$ cat src/rtl/ps2_pkg.sv
// Shared constants, state encodings and helpers for the PS/2 key serializer.
// Used by ps2_byte_fifo and ps2_key_serializer.
package ps2_pkg;

  localparam logic [7:0] PS2_EXT = 8'hE0;
  localparam logic [7:0] PS2_BRK = 8'hF0;

  typedef enum logic [1:0] {
    S_IDLE,
    S_BIT,
    S_GAP
  } ser_state_t;

  typedef enum logic {
    E_IDLE,
    E_PUSH
  } enq_state_t;

  typedef struct packed {
    logic [1:0] n;
    logic [7:0] b0;
    logic [7:0] b1;
    logic [7:0] b2;
  } key_seq_t;

  // Set-2 byte sequence for one key event: [E0] [F0] code
  function automatic key_seq_t expand(input logic [9:0] key);
    key_seq_t s;
    s = '0;
    unique case ({key[8], key[9]})
      2'b11: begin
        s.n  = 2'd2;
        s.b0 = PS2_EXT;
        s.b1 = key[7:0];
      end
      2'b10: begin
        s.n  = 2'd3;
        s.b0 = PS2_EXT;
        s.b1 = PS2_BRK;
        s.b2 = key[7:0];
      end
      2'b01: begin
        s.n  = 2'd1;
        s.b0 = key[7:0];
      end
      2'b00: begin
        s.n  = 2'd2;
        s.b0 = PS2_BRK;
        s.b1 = key[7:0];
      end
    endcase
    return s;
  endfunction

  // 11-bit device frame, bit 0 first: start, data LSB-first, odd parity, stop
  function automatic logic [10:0] ps2_frame(input logic [7:0] b);
    return {1'b1, ~^b, b, 1'b0};
  endfunction

endpackage

$ cat src/rtl/ps2_byte_fifo.sv
// Synchronous byte FIFO with first-word fall-through output.
// Full/empty come from an extra wrap bit on each pointer.
module ps2_byte_fifo import ps2_pkg::*; #(
  parameter int DEPTH = 8
) (
  input  logic                     clk,
  input  logic                     rst,
  input  logic                     push,
  input  logic [7:0]               din,
  input  logic                     pop,
  output logic [7:0]               dout,
  output logic                     full,
  output logic                     empty,
  output logic [$clog2(DEPTH):0]   free
);

  localparam int AW = $clog2(DEPTH);

  logic [7:0]  mem_q [DEPTH];
  logic [AW:0] wr_q;
  logic [AW:0] rd_q;
  logic        push_d;
  logic        pop_d;

  assign empty  = (wr_q == rd_q);
  assign full   = (wr_q[AW] != rd_q[AW]) &&
                  (wr_q[AW-1:0] == rd_q[AW-1:0]);
  assign free   = (AW+1)'(DEPTH) - (wr_q - rd_q);
  assign dout   = mem_q[rd_q[AW-1:0]];
  assign push_d = push && !full;
  assign pop_d  = pop && !empty;

  // Pointer update; simultaneous push and pop keep occupancy
  always_ff @(posedge clk or posedge rst) begin
    if (rst) begin
      wr_q <= '0;
      rd_q <= '0;
    end else begin
      if (push_d) wr_q <= wr_q + (AW+1)'(1);
      if (pop_d)  rd_q <= rd_q + (AW+1)'(1);
    end
  end

  // Storage write, no reset needed on the data array
  always_ff @(posedge clk) begin
    if (push_d) mem_q[wr_q[AW-1:0]] <= din;
  end

endmodule

$ cat src/rtl/ps2_key_serializer.sv
// Turns hps_io ps2_key toggle events into a PS/2 device-to-host stream.
// Optional host-inhibit handling is enabled by PS2_SER_INHIBIT_EN.
module ps2_key_serializer import ps2_pkg::*; #(
  parameter int CLK_HALF   = 2000,
  parameter int GAP        = 4000,
  parameter int FIFO_DEPTH = 8
) (
  input  logic        clk_sys,
  input  logic        reset,
  input  logic [10:0] ps2_key,
  input  logic        ps2_clk_in,
  output logic        ps2_clk_out,
  output logic        ps2_data_out,
  output logic        busy,
  output logic        overflow
);

  localparam int CW = $clog2(CLK_HALF);
  localparam int GW = $clog2(GAP + 1);
  localparam int FW = $clog2(FIFO_DEPTH) + 1;

  logic        primed_q;
  logic        prev_q;
  logic        evt_d;
  key_seq_t    seq_d;

  enq_state_t  enq_q;
  logic [15:0] pend_q;
  logic [1:0]  ecnt_q;
  logic        ovf_q;
  logic        enq_busy_d;
  logic        accept_d;
  logic        drop_d;
  logic        push_d;
  logic [7:0]  din_d;

  logic [7:0]  fifo_dout;
  logic        fifo_full;
  logic        fifo_empty;
  logic [FW-1:0] fifo_free;
  logic        pop_d;

  ser_state_t  st_q;
  logic        clk_q;
  logic        data_q;
  logic [CW-1:0] cnt_q;
  logic [GW-1:0] gcnt_q;
  logic [3:0]  bit_q;
  logic [10:0] sh_q;
  logic        retry_q;
  logic        inhib_d;
  logic        abort_d;

`ifdef PS2_SER_INHIBIT_EN
  assign inhib_d = !ps2_clk_in;
`else
  logic unused_clk_in;
  assign unused_clk_in = ps2_clk_in;
  assign inhib_d = 1'b0;
`endif

  assign abort_d = inhib_d && clk_q && (bit_q != 4'd10);

  assign evt_d      = primed_q && (ps2_key[10] != prev_q);
  assign seq_d      = expand(ps2_key[9:0]);
  assign enq_busy_d = (enq_q == E_PUSH);
  assign accept_d   = evt_d && !enq_busy_d &&
                      (fifo_free >= FW'(seq_d.n));
  assign drop_d     = evt_d && !accept_d;
  assign push_d     = (accept_d || enq_busy_d) && !fifo_full;
  assign din_d      = enq_busy_d ? pend_q[7:0] : seq_d.b0;

  assign pop_d = (st_q == S_IDLE) && !inhib_d &&
                 !retry_q && !fifo_empty;

  assign ps2_clk_out  = clk_q;
  assign ps2_data_out = data_q;
  assign overflow     = ovf_q;
  assign busy         = !fifo_empty || (st_q != S_IDLE) || retry_q;

  ps2_byte_fifo #(
    .DEPTH (FIFO_DEPTH)
  ) u_fifo (
    .clk   (clk_sys),
    .rst   (reset),
    .push  (push_d),
    .din   (din_d),
    .pop   (pop_d),
    .dout  (fifo_dout),
    .full  (fifo_full),
    .empty (fifo_empty),
    .free  (fifo_free)
  );

  // Toggle edge detect; first cycle after reset only primes
  always_ff @(posedge clk_sys or posedge reset) begin
    if (reset) begin
      primed_q <= 1'b0;
      prev_q   <= 1'b0;
    end else if (!primed_q) begin
      primed_q <= 1'b1;
      prev_q   <= ps2_key[10];
    end else if (evt_d) begin
      prev_q   <= ps2_key[10];
    end
  end

  // ENQ sequencer: byte 0 goes in on the event cycle, the rest follow
  always_ff @(posedge clk_sys or posedge reset) begin
    if (reset) begin
      enq_q  <= E_IDLE;
      pend_q <= '0;
      ecnt_q <= '0;
      ovf_q  <= 1'b0;
    end else begin
      ovf_q <= drop_d;
      unique case (enq_q)
        E_IDLE: begin
          if (accept_d && seq_d.n != 2'd1) begin
            enq_q  <= E_PUSH;
            pend_q <= {seq_d.b2, seq_d.b1};
            ecnt_q <= seq_d.n - 2'd1;
          end
        end
        E_PUSH: begin
          pend_q <= {8'h00, pend_q[15:8]};
          ecnt_q <= ecnt_q - 2'd1;
          if (ecnt_q == 2'd1) enq_q <= E_IDLE;
        end
      endcase
    end
  end

  // Serializer: frame bits, half-period timing, inter-frame gap
  always_ff @(posedge clk_sys or posedge reset) begin
    if (reset) begin
      st_q    <= S_IDLE;
      clk_q   <= 1'b1;
      data_q  <= 1'b1;
      cnt_q   <= '0;
      gcnt_q  <= '0;
      bit_q   <= '0;
      sh_q    <= '0;
      retry_q <= 1'b0;
    end else begin
      unique case (st_q)
        S_IDLE: begin
          clk_q  <= 1'b1;
          data_q <= 1'b1;
          cnt_q  <= '0;
          bit_q  <= '0;
          if (!inhib_d && (retry_q || !fifo_empty)) begin
            if (!retry_q) sh_q <= ps2_frame(fifo_dout);
            data_q  <= 1'b0;
            retry_q <= 1'b0;
            st_q    <= S_BIT;
          end
        end
        S_BIT: begin
          if (abort_d) begin
            clk_q   <= 1'b1;
            data_q  <= 1'b1;
            cnt_q   <= '0;
            gcnt_q  <= '0;
            retry_q <= 1'b1;
            st_q    <= S_GAP;
          end else if (cnt_q == CW'(CLK_HALF - 1)) begin
            cnt_q <= '0;
            if (clk_q) begin
              clk_q <= 1'b0;
            end else if (bit_q == 4'd10) begin
              clk_q  <= 1'b1;
              data_q <= 1'b1;
              gcnt_q <= '0;
              st_q   <= S_GAP;
            end else begin
              clk_q  <= 1'b1;
              bit_q  <= bit_q + 4'd1;
              data_q <= sh_q[bit_q + 4'd1];
            end
          end else begin
            cnt_q <= cnt_q + CW'(1);
          end
        end
        S_GAP: begin
          if (inhib_d) begin
            gcnt_q <= '0;
          end else if (gcnt_q == GW'(GAP - 1)) begin
            st_q <= S_IDLE;
          end else begin
            gcnt_q <= gcnt_q + GW'(1);
          end
        end
        default: st_q <= S_IDLE;
      endcase
    end
  end

endmodule

$ cat config.mk
export PLATFORM = sky130hd
export DESIGN_NAME = ps2_key_serializer
export DESIGN_NICKNAME = d
export VERILOG_FILES = /design/src/rtl/ps2_pkg.sv /design/src/rtl/ps2_byte_fifo.sv /design/src/rtl/ps2_key_serializer.sv
export SDC_FILE = /design/constraint.sdc
export NUM_CORES = 1
export LEC_CHECK = 0
export BUFFER_PORTS_ARGS = -buffer_cell sky130_fd_sc_hd__clkbuf_2
export CAP_MARGIN = 20
export CORE_MARGIN = 2
export CORE_UTILIZATION = 67
export CTS_CLUSTER_SIZE = 30
export DETAILED_ROUTE_END_ITERATION = 10
export GPL_TIMING_DRIVEN = 0
export PLACE_DENSITY_LB_ADDON = 0.15
export SYNTH_ARGS = -nofsm -noshare
export SYNTH_HDL_FRONTEND = slang
export SYNTH_HIERARCHICAL = 1
export SYNTH_SLANG_ARGS = --single-unit
$ cat constraint.sdc
create_clock -name clk_sys -period 6.1 [get_ports clk_sys]
set_clock_uncertainty 0.2 [all_clocks]
set_input_delay 1.22 -clock clk_sys [delete_from_list [all_inputs] [get_ports clk_sys]]
set_output_delay 1.22 -clock clk_sys [all_outputs]
set_load 0.01 [all_outputs]
Yosys cells after proc, flatten, opt, wreduce, memory -nomap -nowiden --
Memories as Yosys holds them, arrays and structs flattened. Cells that the tools add are included.
Operators by class: $add $sub $neg 9, $lt $le $gt $ge 2, eq/ne operators 23, multiplexer cells 42, bitwise operators 1, reduce and logical (&&, ||, !) cells 29
Operators with widths (number):
- $mux W12 | 4
- $pmux W10 S4 | 1
- $pmux W16 S2 | 1
- $pmux W12 S2 | 1
- $pmux W11 S2 | 1
- $mux W16 | 1
- $mux W8 | 2
- $pmux W8 S2 | 1
- $ne A2 B2 Y1 const B | 7
- $mux W1 | 13
- $add A12 B1 Y12 const B | 1
- $add A4 B1 Y4 const B | 3
- $eq A12 B12 Y1 const B | 1
- $mux W2 | 6
- $mux W4 | 3
- $add A11 B1 Y11 const B | 1
- $eq A11 B11 Y1 const B | 1
- $mux W11 | 1
- $logic_and A1 B1 Y1 | 10
- $reduce_and A5 Y1 | 2
- $pmux W4 S2 | 1
- $reduce_xnor A8 Y1 | 1
- $eq A2 B1 Y1 const B | 3
- $eq A2 B2 Y1 const B | 3
- 23 further kinds | 37
Word-level totals: flip-flop bits (word level) 71, bits in writable memories 64, input bits 14, memories 1
Memory list:
- u_fifo.mem_q | words 8, width 8, rd ports 1, clocked after Yosys merged registers in 0, wr ports 1, RTL line ps2_byte_fifo.sv:19 | logic [7:0] mem_q [DEPTH];

Logic depth before layout (Yosys ltp) --
Gate-level depths: netlist of the first run.
depth in word-level cells 9, depth in mapped cells 17

Cells and area by module --
The synthesis of the first run kept the hierarchy.
By module, submodules not included:
- ps2_key_serializer | instances 1, cells each 397, area each 3826.2 um^2, sequential area each 1579.0 um^2
- ps2_byte_fifo | instances 1, cells each 155, area each 3061.7 um^2, sequential area each 2122.0 um^2

Worst setup path after synthesis of the first run --
Ideal clock, no wire load.
kind input port to flip-flop, start point input port ps2_key[8], end point memory u_fifo.mem_q[0][0], enable pin, arrival 3485 ps, data required time 5505 ps, slack 2020 ps, stages on the path 10, buffers on the path 0, cells stage by stage inv_1 ha_1 ha_1 nand2b_4 a2111oi_4 nor2_1 nor2_1 nor2_1 o21ai_2 nor4_1
On the way: word-level cells in the longest chain between the ends 9, elaborated cells on any way between the ends 12, classes of those cells order compare (1); eq/ne (3); mux (3); reduce/logical (5)
RTL lines:
- start: declaration | RTL line ps2_key_serializer.sv:10 | input logic [10:0] ps2_key,
- $eq A2 B1 Y1 (tied with other cells) | RTL line ps2_pkg.sv:30 | unique case ({key[8], key[9]})
- $pmux W10 S4 (*) | RTL line ps2_pkg.sv:30
- $ge A4 B2 Y1 (*) | RTL line ps2_key_serializer.sv:68 | (fifo_free >= FW'(seq_d.n));
- $logic_and A1 B1 Y1 (*) | RTL line ps2_key_serializer.sv:67 | assign accept_d = evt_d && !enq_busy_d &&
- $logic_or A1 B1 Y1 (*) | RTL line ps2_key_serializer.sv:70 | assign push_d = (accept_d || enq_busy_d) && !fifo_full;
- $logic_and A1 B1 Y1 (*) | RTL line ps2_key_serializer.sv:70
- via push_d | RTL line ps2_key_serializer.sv:34 | logic push_d;
- $logic_and A1 B1 Y1 (*) | RTL line ps2_byte_fifo.sv:30 | assign push_d = push && !full;
- $mux W1 (*) | RTL line ps2_byte_fifo.sv:46 | if (push_d) mem_q[wr_q[AW-1:0]] <= din;
- $mux W1 (implied by the code) (*) | RTL line ps2_byte_fifo.sv:46
- end: declaration | RTL line ps2_byte_fifo.sv:19
Mark *: on every way through the listed nets, which the timed path passes. The rest lies on a longest branch.

Final worst setup path of the first run --
start point register u_fifo.wr_q[2], end point memory u_fifo.mem_q[1][4], enable pin
On the way: word-level cells in the longest chain between the ends 9, elaborated cells on any way between the ends 12, classes of those cells add/sub (2); order compare (1); eq/ne (1); mux (2); reduce/logical (6)
RTL lines:
- start: declaration | RTL line ps2_byte_fifo.sv:20 | logic [AW:0] wr_q;
- start signal: assignment | RTL line ps2_byte_fifo.sv:39 | if (push_d) wr_q <= wr_q + (AW+1)'(1);
- $sub A4 B4 Y4 (2 in series) | RTL line ps2_byte_fifo.sv:28 | assign free = (AW+1)'(DEPTH) - (wr_q - rd_q);
- via fifo_free[3] | RTL line ps2_key_serializer.sv:40 | logic [FW-1:0] fifo_free;
- $ge A4 B2 Y1 | RTL line ps2_key_serializer.sv:68
- $logic_and A1 B1 Y1 | RTL line ps2_key_serializer.sv:67
- $logic_or A1 B1 Y1 | RTL line ps2_key_serializer.sv:70
- $logic_and A1 B1 Y1 | RTL line ps2_key_serializer.sv:70
- via push_d | RTL line ps2_key_serializer.sv:34
- $logic_and A1 B1 Y1 | RTL line ps2_byte_fifo.sv:30
- $mux W1 | RTL line ps2_byte_fifo.sv:46
- $mux W1 (implied by the code) | RTL line ps2_byte_fifo.sv:46
The timed path passes the listed nets, and every way through them passes these cells.

==> results of run 1 <==
-- per-stage QoR --
stage | utilization | hold WS (ps) | std cells | area, um2
detailed placement | 0.710 | 260 | 710 | 7190
finish | 0.767 | 277 | 741 | 7770
global placement | 0.704 | 251 | 704 | 7140
global route | 0.767 | 297 | 741 | 7770
CTS | 0.766 | 274 | 740 | 7770
floorplan | - | 239 | 552 | 6890
-- layout by cell type, fill, tap and decap left out, drive strengths merged, types with 11 or more instances in the layout --
cell type / Yosys / final
mux2i: 11 / 11
a21oi: 23 / 23
dfrtp: 69 / 69
nand3: 19 / 19
o21ai: 32 / 32
o31ai: 11 / 11
nand2: 52 / 52
inv: 26 / 27
mux2: 19 / 19
xnor2: 25 / 25
clkbuf: 14 / 48
ha: 18 / 18
nor2: 34 / 34
edfxtp: 64 / 64
mux4: 17 / 17
nor3: 20 / 20
buf: 15 / 22
nor2b: 12 / 12
-- worst max-delay path, delay by kind of cell (launching register included) --
kind                     cells  cell delay (ps)
XOR/XNOR                     2              440
AO/OA/AOI/OAI                2              270
AND/OR/NAND/NOR              4              930
flip-flops                   1              330
buffers and inverters        4              820
adder cells (fa/ha/maj)      2              750
-- cell families (layout without fill, tap and decap cells) --
family | Yosys count | in the layout | synth area share
fa+ha+maj | 19 | 19 | 0.0356
other cells | 1 | 1 | 0.000544
compound gates | 91 | 91 | 0.0939
flops | 135 | 135 | 0.537
buf+inv | 55 | 108 | 0.0392
simple gates | 175 | 175 | 0.144
mux | 47 | 47 | 0.111
xor+xnor | 29 | 29 | 0.0380
-- final cells by class --
class / instances / area [um2] / share of cell area
Sequential cell: 135 / 3700 / 0.476
Tap cell: 136 / 170 / 0.0219
Buffer: 29 / 173 / 0.0222
Clock inverter: 12 / 155 / 0.0200
Multi-Input combinational cell: 362 / 2920 / 0.376
Clock buffer: 18 / 418 / 0.0537
Inverter: 26 / 97.6 / 0.0126
Timing Repair Buffer: 23 / 138 / 0.0177
-- how the worst min path moves through the flow --
stage | slack (ps) | endpoint | from | depth (start not counted)
after floorplan | 240 | sh_q[10]$_DFFE_PP0P_ | sh_q[10]$_DFFE_PP0P_ | 1
after global placement | 250 | sh_q[10]$_DFFE_PP0P_ | sh_q[10]$_DFFE_PP0P_ | 1
after detailed placement | 260 | sh_q[10]$_DFFE_PP0P_ | sh_q[10]$_DFFE_PP0P_ | 1
after CTS | 270 | sh_q[10]$_DFFE_PP0P_ | sh_q[10]$_DFFE_PP0P_ | 1
after global routing | 300 | sh_q[10]$_DFFE_PP0P_ | sh_q[10]$_DFFE_PP0P_ | 1
final | 280 | sh_q[10]$_DFFE_PP0P_ | sh_q[10]$_DFFE_PP0P_ | 1
-- per-layer routing --
layer,routed length [um],track usage
met2,7260,0.467
met5,0,0
met1,5680,0.321
met4,247,0.111
met3,535,0.0668
-- report_power, final --
| group | switching (W) | internal (W) | leakage [nW] |
|---|---|---|---|
| registers | 0.000115 | 0.00124 | 1.51 |
| logic | 0.000811 | 0.000664 | 1.31 |
| clock network | 0.000374 | 0.000617 | 0.268 |
-- registers in the layout (all words and copies together) (netlist names), 2 cells and up --
| signal | count |
|---|---|
| bit_q | 4 |
| cnt_q | 11 |
| ecnt_q | 2 |
| gcnt_q | 12 |
| pend_q | 16 |
| sh_q | 10 |
| st_q | 2 |
| u_fifo/mem_q | 64 |
| u_fifo/rd_q | 4 |
| u_fifo/wr_q | 4 |
==> run_results.csv, run 1 <==
group,metric,value,unit
route,drtPass1Iterations,5,
synthesis,yosysSeqAreaShare,0.537,
route,wirelength,13.7,mm
timing,min_period_over_period,0.666,
setup_path,cp_data_arrival_time,4080,ps
floorplanning,die_x,105,um
route,vias_per_cell,6.04,
clock_tree,holdBufCountCts,0,
floorplanning,core-area,10100,um2
setup_path,slowest_stage,"nor3_1",
route,wl_per_cell,18.5,um
setup_path,end_kind,"flop",
synthesis,async_flop_share,0.526,
synthesis,synth_top_area_frac,0.279,
timing,layout_setup_ws,2040,ps
route,drc,0,
global_routing,antenna_found_initial,0,
place,globalplace.congestion,0.881,
setup_path,crit_path_frequent_cell,"nor2_1",
cells_and_area,syn_to_final_growth,12.9,%
clock_tree,cts-buffers-inserted,17,
synthesis,synthTopCellsByArea,"edfxtp_1, dfrtp_1, mux4_1",
floorplanning,dieArea,11100,um2
clock_tree,cts_tree,"built",
clock_tree,path_clk_slew,60,ps
synthesis,ys_ff_latch,135,
synthesis,avgSynthCellArea,12.5,um2
route,dr.first_iter.drc_count,253,
setup_path,crit_required,6120,ps
synthesis,synth_nets,585,
clock_tree,cts_setup_buffers,0,
route,ant_nets,0,
run_status,status,"finished clean",
place,port_buffers,16,
timing,clock.fmax,0.246,GHz
floorplanning,num_io_pins,18,
clock_tree,cts-root-buf,"clkbuf_8",
synthesis,synthTopCellsByCount,"dfrtp_1, edfxtp_1, nand2_1",
setup_path,rr_startpoint,"u_fifo/wr_q[2]$_DFFE_PP0P_",
clock_tree,htree_levels,4,
place,post-place-ws,1500,ps
global_routing,grt_overflow,0,
timing,slew_viol_final,0,
setup_path,crit_path_end,"u_fifo/mem_q[1][4]$_DFFE_PP_",
setup_path,startpoint,"u_fifo/wr_q[2]$_DFFE_PP0P_",
synthesis,synthCells,552,
setup_path,cp-start-kind,"flop",
clock_tree,cts_sinks,135,
timing,rsz0062_at_grt,"false",
cells_and_area,drive_above_1_share,0.220,
timing,relSlewSlack,0.303,
timing,hold_violations,0,
setup_path,rr_worst_depth,14,
cells_and_area,nFillCells,609,
synthesis,synth_edf_count,64,
clock_tree,cts_resized,0,
floorplanning,start_util,0.679,
clock_tree,clock_tree.buffer_depth,2,
synthesis,ys.flop_type,"dfrtp_1",
timing,tns,0,ps
floorplanning,rows,37,
clock_tree,clk-insertion-delay-late,530,ps
place,hpwl,9.32,mm
route,num_vias,4478,
job,cap_violations,0,
power,power,0.00382,W
power,p_leak,3.08,nW
setup_path,path_max_fanout,8,
setup_path,timing.rr.end,"u_fifo/mem_q[1][4]$_DFFE_PP_",
global_routing,grt_start_max_net_pins,41,
synthesis,syn_area,6890,um2
power,powerDensity,491,nW/um2
global_routing,grt_pass1_vias,4554,
setup_path,max_stage_delay,530,ps
floorplanning,fp.dieH,105,um
synthesis,synthMostInstantiatedCell,"dfrtp_1",
setup_path,worstSetupPathType,"reg -> reg",
setup_path,rrSetupSlack,2040,ps
synthesis,synth.largest_area_cell,"edfxtp_1",
synthesis,yosysUniqueCellTypes,72,
timing,min_period,4060,ps
timing,report.final.setup_viol,0,
worst_hold_path,hold_class,"reg -> reg",
synthesis,yosysWarnings,6,
setup_path,crit_path_cell_trace,"clkbuf_1 -> inv_1 -> ha_1 -> inv_1 -> fa_1 -> xnor2_1 -> xnor2_1 -> a2111oi_4 -> nor2_1 -> nor2_1 -> nor2_1 -> o21ai_2 -> nor3_1 -> buf_2",
power,vdd_drop_max,375,uV
cells_and_area,diodes,0,
cells_and_area,final_nets,627,
timing,worst_slew_pin_slew,1040,ps
global_routing,grt_pass1_wl,22.7,mm
global_routing,grt_usage,0.269,
Power figures use the tool's default switching activity.
==> run 2: changes to the inputs <==
CORE_UTILIZATION = 57   (was 67)
clock period = 3.45 ns   (was 6.1 ns; I/O delays follow)
==> run_results.csv, run 2 (same netlist as run 1, synthesis figures left out) <==
group,metric,value,unit
run_status,status,"finished clean",
global_routing,antenna_found_initial,0,
clock_tree,cts-buffers-inserted,17,
global_routing,grt_pass1_wl,22.7,mm
cells_and_area,final_common_cell,"dfrtp_1",
floorplanning,rows,40,
power,vdd_drop_max,501,uV
timing,slew_viol_final,0,
power,p_leak,3.17,nW
timing,min_period_over_period,0.961,
timing,fin_hold_ws,20.9,ps
place,post-place-ws,-833,ps
cells_and_area,final_cell_mix,"dfrtp_1, edfxtp_1, nand2_1",
cells_and_area,fin_area,8010,um2
route,vias_per_cell,5.83,
floorplanning,start_util,0.578,
global_routing,grt_pass1_vias,4427,
clock_tree,clk-insertion-delay-late,420,ps
cells_and_area,final_nets,636,
power,power_frac_seq,0.340,
timing,hold_violations,0,
timing,report.final.setup_viol,0,
timing,relSlewSlack,0.339,
floorplanning,num_io_pins,18,
power,p_comb_frac,0.402,
floorplanning,die_x,114,um
route,drc,0,
clock_tree,cts_tree,"built",
global_routing,grt_start_max_net_pins,42,
timing,clock.fmax,0.302,GHz
place,hpwl,9.14,mm
power,sw_frac_of_total,0.351,
setup_path,cp_data_arrival_time,3250,ps
global_routing,grt_overflow,0,
clock_tree,path_clk_slew,70,ps
timing,min_period,3320,ps
clock_tree,clock_tree.buffer_depth,2,
route,num_vias,4445,
place,placed_area,7210,um2
setup_path,cp-start-kind,"flop",
floorplanning,core-area,11900,um2
place,globalplace.congestion,0.865,
place,dpl.cell_count,720,
floorplanning,fp.dieH,114,um
power,switching_power,0.00246,W
floorplanning,dieArea,13000,um2
cells_and_area,drive_above_1_share,0.256,
setup_path,worstSetupPathType,"reg -> reg",
clock_tree,cts-root-buf,"clkbuf_16",
cells_and_area,final_cells,763,
setup_path,path_max_fanout,8,
place,port_buffers,16,
power,internal_power,0.00454,W
worst_hold_path,hold_class,"in -> async",
clock_tree,cts_sinks,135,
cells_and_area,diodes,0,
timing,worst_slew_pin_slew,982,ps
setup_path,crit_required,3390,ps
job,cap_violations,0,
timing,tns,0,ps
power,power.share.clock,0.258,
timing,rsz0062_at_grt,"false",
clock_tree,holdBufCountCts,0,
cells_and_area,largest_reg_flops,64,
cells_and_area,nFillCells,849,
route,wirelength,13.8,mm
power,powerDensity,875,nW/um2
route,dr.first_iter.drc_count,361,
route,drtPass1Iterations,4,
clock_tree,htree_levels,4,
route,ant_nets,0,
setup_path,end_kind,"flop",
timing,layout_setup_ws,134,ps
route,wl_per_cell,18.0,um
global_routing,grt_usage,0.231,
cells_and_area,syn_to_final_growth,16.3,%
## run 2: area by class of cell
class,count,area [um2],share of cell area
flip-flops and latches,135,3700,0.462
multi-input cells,362,3030,0.378
clock buffers,17,425,0.0531
repair buffers,34,256,0.0320
well taps,147,184,0.0230
clock inverters,15,165,0.0206
plain buffers,27,153,0.0191
inverters,26,97.6,0.0122
## run 2: path summary, 6_finish.rpt
| path | endpoint | from | cells after the start | slack, ps |
|---|---|---|---|---|
| max in group asynchronous | ps2_data_out$_DFFE_PP1P_ | reset | 3 | 2290 |
| worst min register to register | sh_q[10]$_DFFE_PP0P_ | sh_q[10]$_DFFE_PP0P_ | 1 | 270 |
| worst min-delay path | u_fifo/wr_q[0]$_DFFE_PP0P_ | reset | 2 | 20 |
| worst max register to register | u_fifo/mem_q[4][0]$_DFFE_PP_ | u_fifo/wr_q[1]$_DFFE_PP0P_ | 15 | 130 |
| worst max-delay path | u_fifo/mem_q[4][0]$_DFFE_PP_ | u_fifo/wr_q[1]$_DFFE_PP0P_ | 15 | 130 |
| min in group clk_sys | sh_q[10]$_DFFE_PP0P_ | sh_q[10]$_DFFE_PP0P_ | 1 | 270 |
## run 2: repair_timing
item,4_1_cts,5_1_grt
setup endpoints to repair,66,31
pin swaps,9,5
gates resized for setup,19,2
buffers inserted,12,0
## run 2: per-layer routing
layer  vias up  track usage  wire [um]
met5         -            0          0
met4         0       0.0862        263
met3        23       0.0569        459
met2        98        0.386       6990
met1      2209        0.294       6050
li1       2115            -          -
## run 2: through the flow
step	power, W	util
4_1_cts	0.00703	0.670
2_1_floorplan	0.00438	-
6_report	0.00701	0.672
3_3_place_gp	0.00487	0.601
3_5_place_dp	0.00499	0.606
5_1_grt	0.00740	0.672
## run 2: critical path, stage by stage (launching register included)
cell	delay, ps
dfrtp_2	380
inv_1	90
ha_4	280
ha_1	130
inv_1	50
fa_1	370
xnor2_1	160
xnor2_1	270
a2111oi_4	90
nor2_1	110
nor2_1	60
nor2_2	210
o211ai_1	120
buf_4	190
nor3_4	160
buf_12	160
## run 2: power groups by stage
stage,Clock [W],Combinational [W],Sequential (W)
4_1_cts,0.00184,0.00281,0.00238
5_1_grt,0.00191,0.00306,0.00242
2_1_floorplan,0,0.00203,0.00236
3_3_place_gp,0,0.00247,0.00239
6_report,0.00181,0.00282,0.00238
3_5_place_dp,0,0.00258,0.00242
==> run 3: changes to the inputs <==
CORE_UTILIZATION = 59   (was 57)
CTS_BUF_LIST = sky130_fd_sc_hd__clkbuf_2   (was default)
==> run_results.csv, run 3 (same netlist as run 1, synthesis figures left out) <==
group,metric,value,unit
setup_path,cp-start-kind,"flop",
route,ant_nets,0,
cells_and_area,final-seq-area,3700,um2
setup_path,rrSetupSlack,110,ps
route,drc,0,
cells_and_area,final_cell_mix,"dfrtp_1, edfxtp_1, nand2_1",
place,port_buffers,16,
clock_tree,clock_tree.buffer_depth,2,
timing,tns,0,ps
setup_path,crit_required,3690,ps
clock_tree,cts_tree,"built",
route,drtPass1Iterations,5,
power,vdd_drop_max,459,uV
cells_and_area,final_nets,646,
cells_and_area,syn_to_final_growth,12.6,%
cells_and_area,drive_above_1_share,0.264,
cells_and_area,nFillCells,814,
global_routing,grt_overflow,0,
floorplanning,rows,39,
timing,report.final.setup_viol,0,
timing,layout_setup_ws,109,ps
run_status,status,"finished clean",
cells_and_area,diodes,0,
place,globalplace.congestion,0.821,
floorplanning,start_util,0.603,
global_routing,antenna_found_initial,0,
setup_path,worstSetupPathType,"reg -> reg",
floorplanning,dieArea,12600,um2
global_routing,grt_start_max_net_pins,42,
power,powerDensity,801,nW/um2
timing,min_period_over_period,0.968,
power,p_leak,3.05,nW
route,wirelength,13.6,mm
floorplanning,core-area,11400,um2
timing,rsz0062_at_grt,"false",
clock_tree,cts-buffers-inserted,17,
global_routing,grt_usage,0.231,
timing,relSlewSlack,0.368,
floorplanning,num_io_pins,18,
clock_tree,htree_levels,4,
setup_path,end_kind,"flop",
route,vias_per_cell,5.87,
clock_tree,cts-root-buf,"clkbuf_2",
timing,min_period,3340,ps
place,hpwl,9.16,mm
global_routing,grt_pass1_wl,22.5,mm
clock_tree,path_clk_slew,220,ps
route,wl_per_cell,17.7,um
clock_tree,cts_sinks,135,
timing,clock.fmax,0.299,GHz
timing,fin_hold_ws,249,ps
setup_path,path_max_fanout,6,
cells_and_area,post-route-util,0.679,
cells_and_area,fin_area,7750,um2
timing,hold_violations,0,
global_routing,grt_pass1_vias,4380,
floorplanning,fp.dieH,112,um
timing,worst_slew_pin_slew,938,ps
worst_hold_path,hold_class,"in -> async",
timing,slew_viol_final,0,
cells_and_area,final_common_cell,"dfrtp_1",
job,cap_violations,0,
cells_and_area,multi_input_area,3070,um2
setup_path,cp_data_arrival_time,3580,ps
place,placed_area,7210,um2
route,num_vias,4507,
place,post-place-ws,-671,ps
floorplanning,die_x,112,um
cells_and_area,largest_reg_flops,64,
route,dr.first_iter.drc_count,383,
clock_tree,clk-insertion-delay-late,710,ps
run 3: path summary, 6_finish.rpt:
check	start	end	cells past startpoint
max	u_fifo/wr_q[0]$_DFFE_PP0P_	u_fifo/mem_q[4][4]$_DFFE_PP_	15
min	reset	u_fifo/wr_q[0]$_DFFE_PP0P_	3
max reg2reg	u_fifo/wr_q[0]$_DFFE_PP0P_	u_fifo/mem_q[4][4]$_DFFE_PP_	15
min reg2reg	sh_q[10]$_DFFE_PP0P_	sh_q[10]$_DFFE_PP0P_	1
max in group asynchronous	reset	ps2_data_out$_DFFE_PP1P_	4
min in group clk_sys	sh_q[10]$_DFFE_PP0P_	sh_q[10]$_DFFE_PP0P_	1
run 3: metal layers:
metal  track usage  share of wire  up-vias
li1              -              -     2138
met1         0.300           0.43     2246
met4        0.0602          0.010        0
met2         0.391           0.51      106
met3        0.0643          0.044       17
met5             0              0        -
run 3: critical path, stage by stage, from the launching register on:
cell       delay, ps
dfrtp_1          480
ha_2             210
inv_2             80
ha_4             130
inv_2             40
fa_2             370
xnor2_2          210
xnor2_2          150
a2111oi_4         80
nor2_1           120
nor2_1            70
nor2_2           220
o211ai_1         170
buf_4            200
nor3_4           170
buf_12           150
run 3: report_power, final:
group	total (W)	switching (W)	internal, W	leakage, nW
Sequential	0.00237	0.000191	0.00218	1.51
Combinational	0.00298	0.00161	0.00137	1.43
Clock	0.000857	0.000598	0.000259	0.119
run 3: what timing repair did:
action                                 CTS  global route
hold buffers                            10             0
setup endpoints to repair               67            58
gates resized for setup                 20             9
endpoints found under the hold margin   39             0
buffers inserted                        12             3
pin swaps                               10            12
gates cloned                             0             0
run 3: layout make-up:
type / instances / share of cell area
Sequential cell: 135 / 0.478
Multi-Input combinational cell: 362 / 0.395
Timing Repair Buffer: 45 / 0.0465
Tap cell: 143 / 0.0231
Buffer: 26 / 0.0178
Clock inverter: 14 / 0.0161
Inverter: 26 / 0.0126
Clock buffer: 17 / 0.0110
run 3: per-stage QoR:
step                      instances  total power [W]
after detailed placement        715          0.00498
final                           768          0.00621
after global routing            768          0.00661
after CTS                       766          0.00606
after global placement          711          0.00485
after floorplan                 552          0.00438
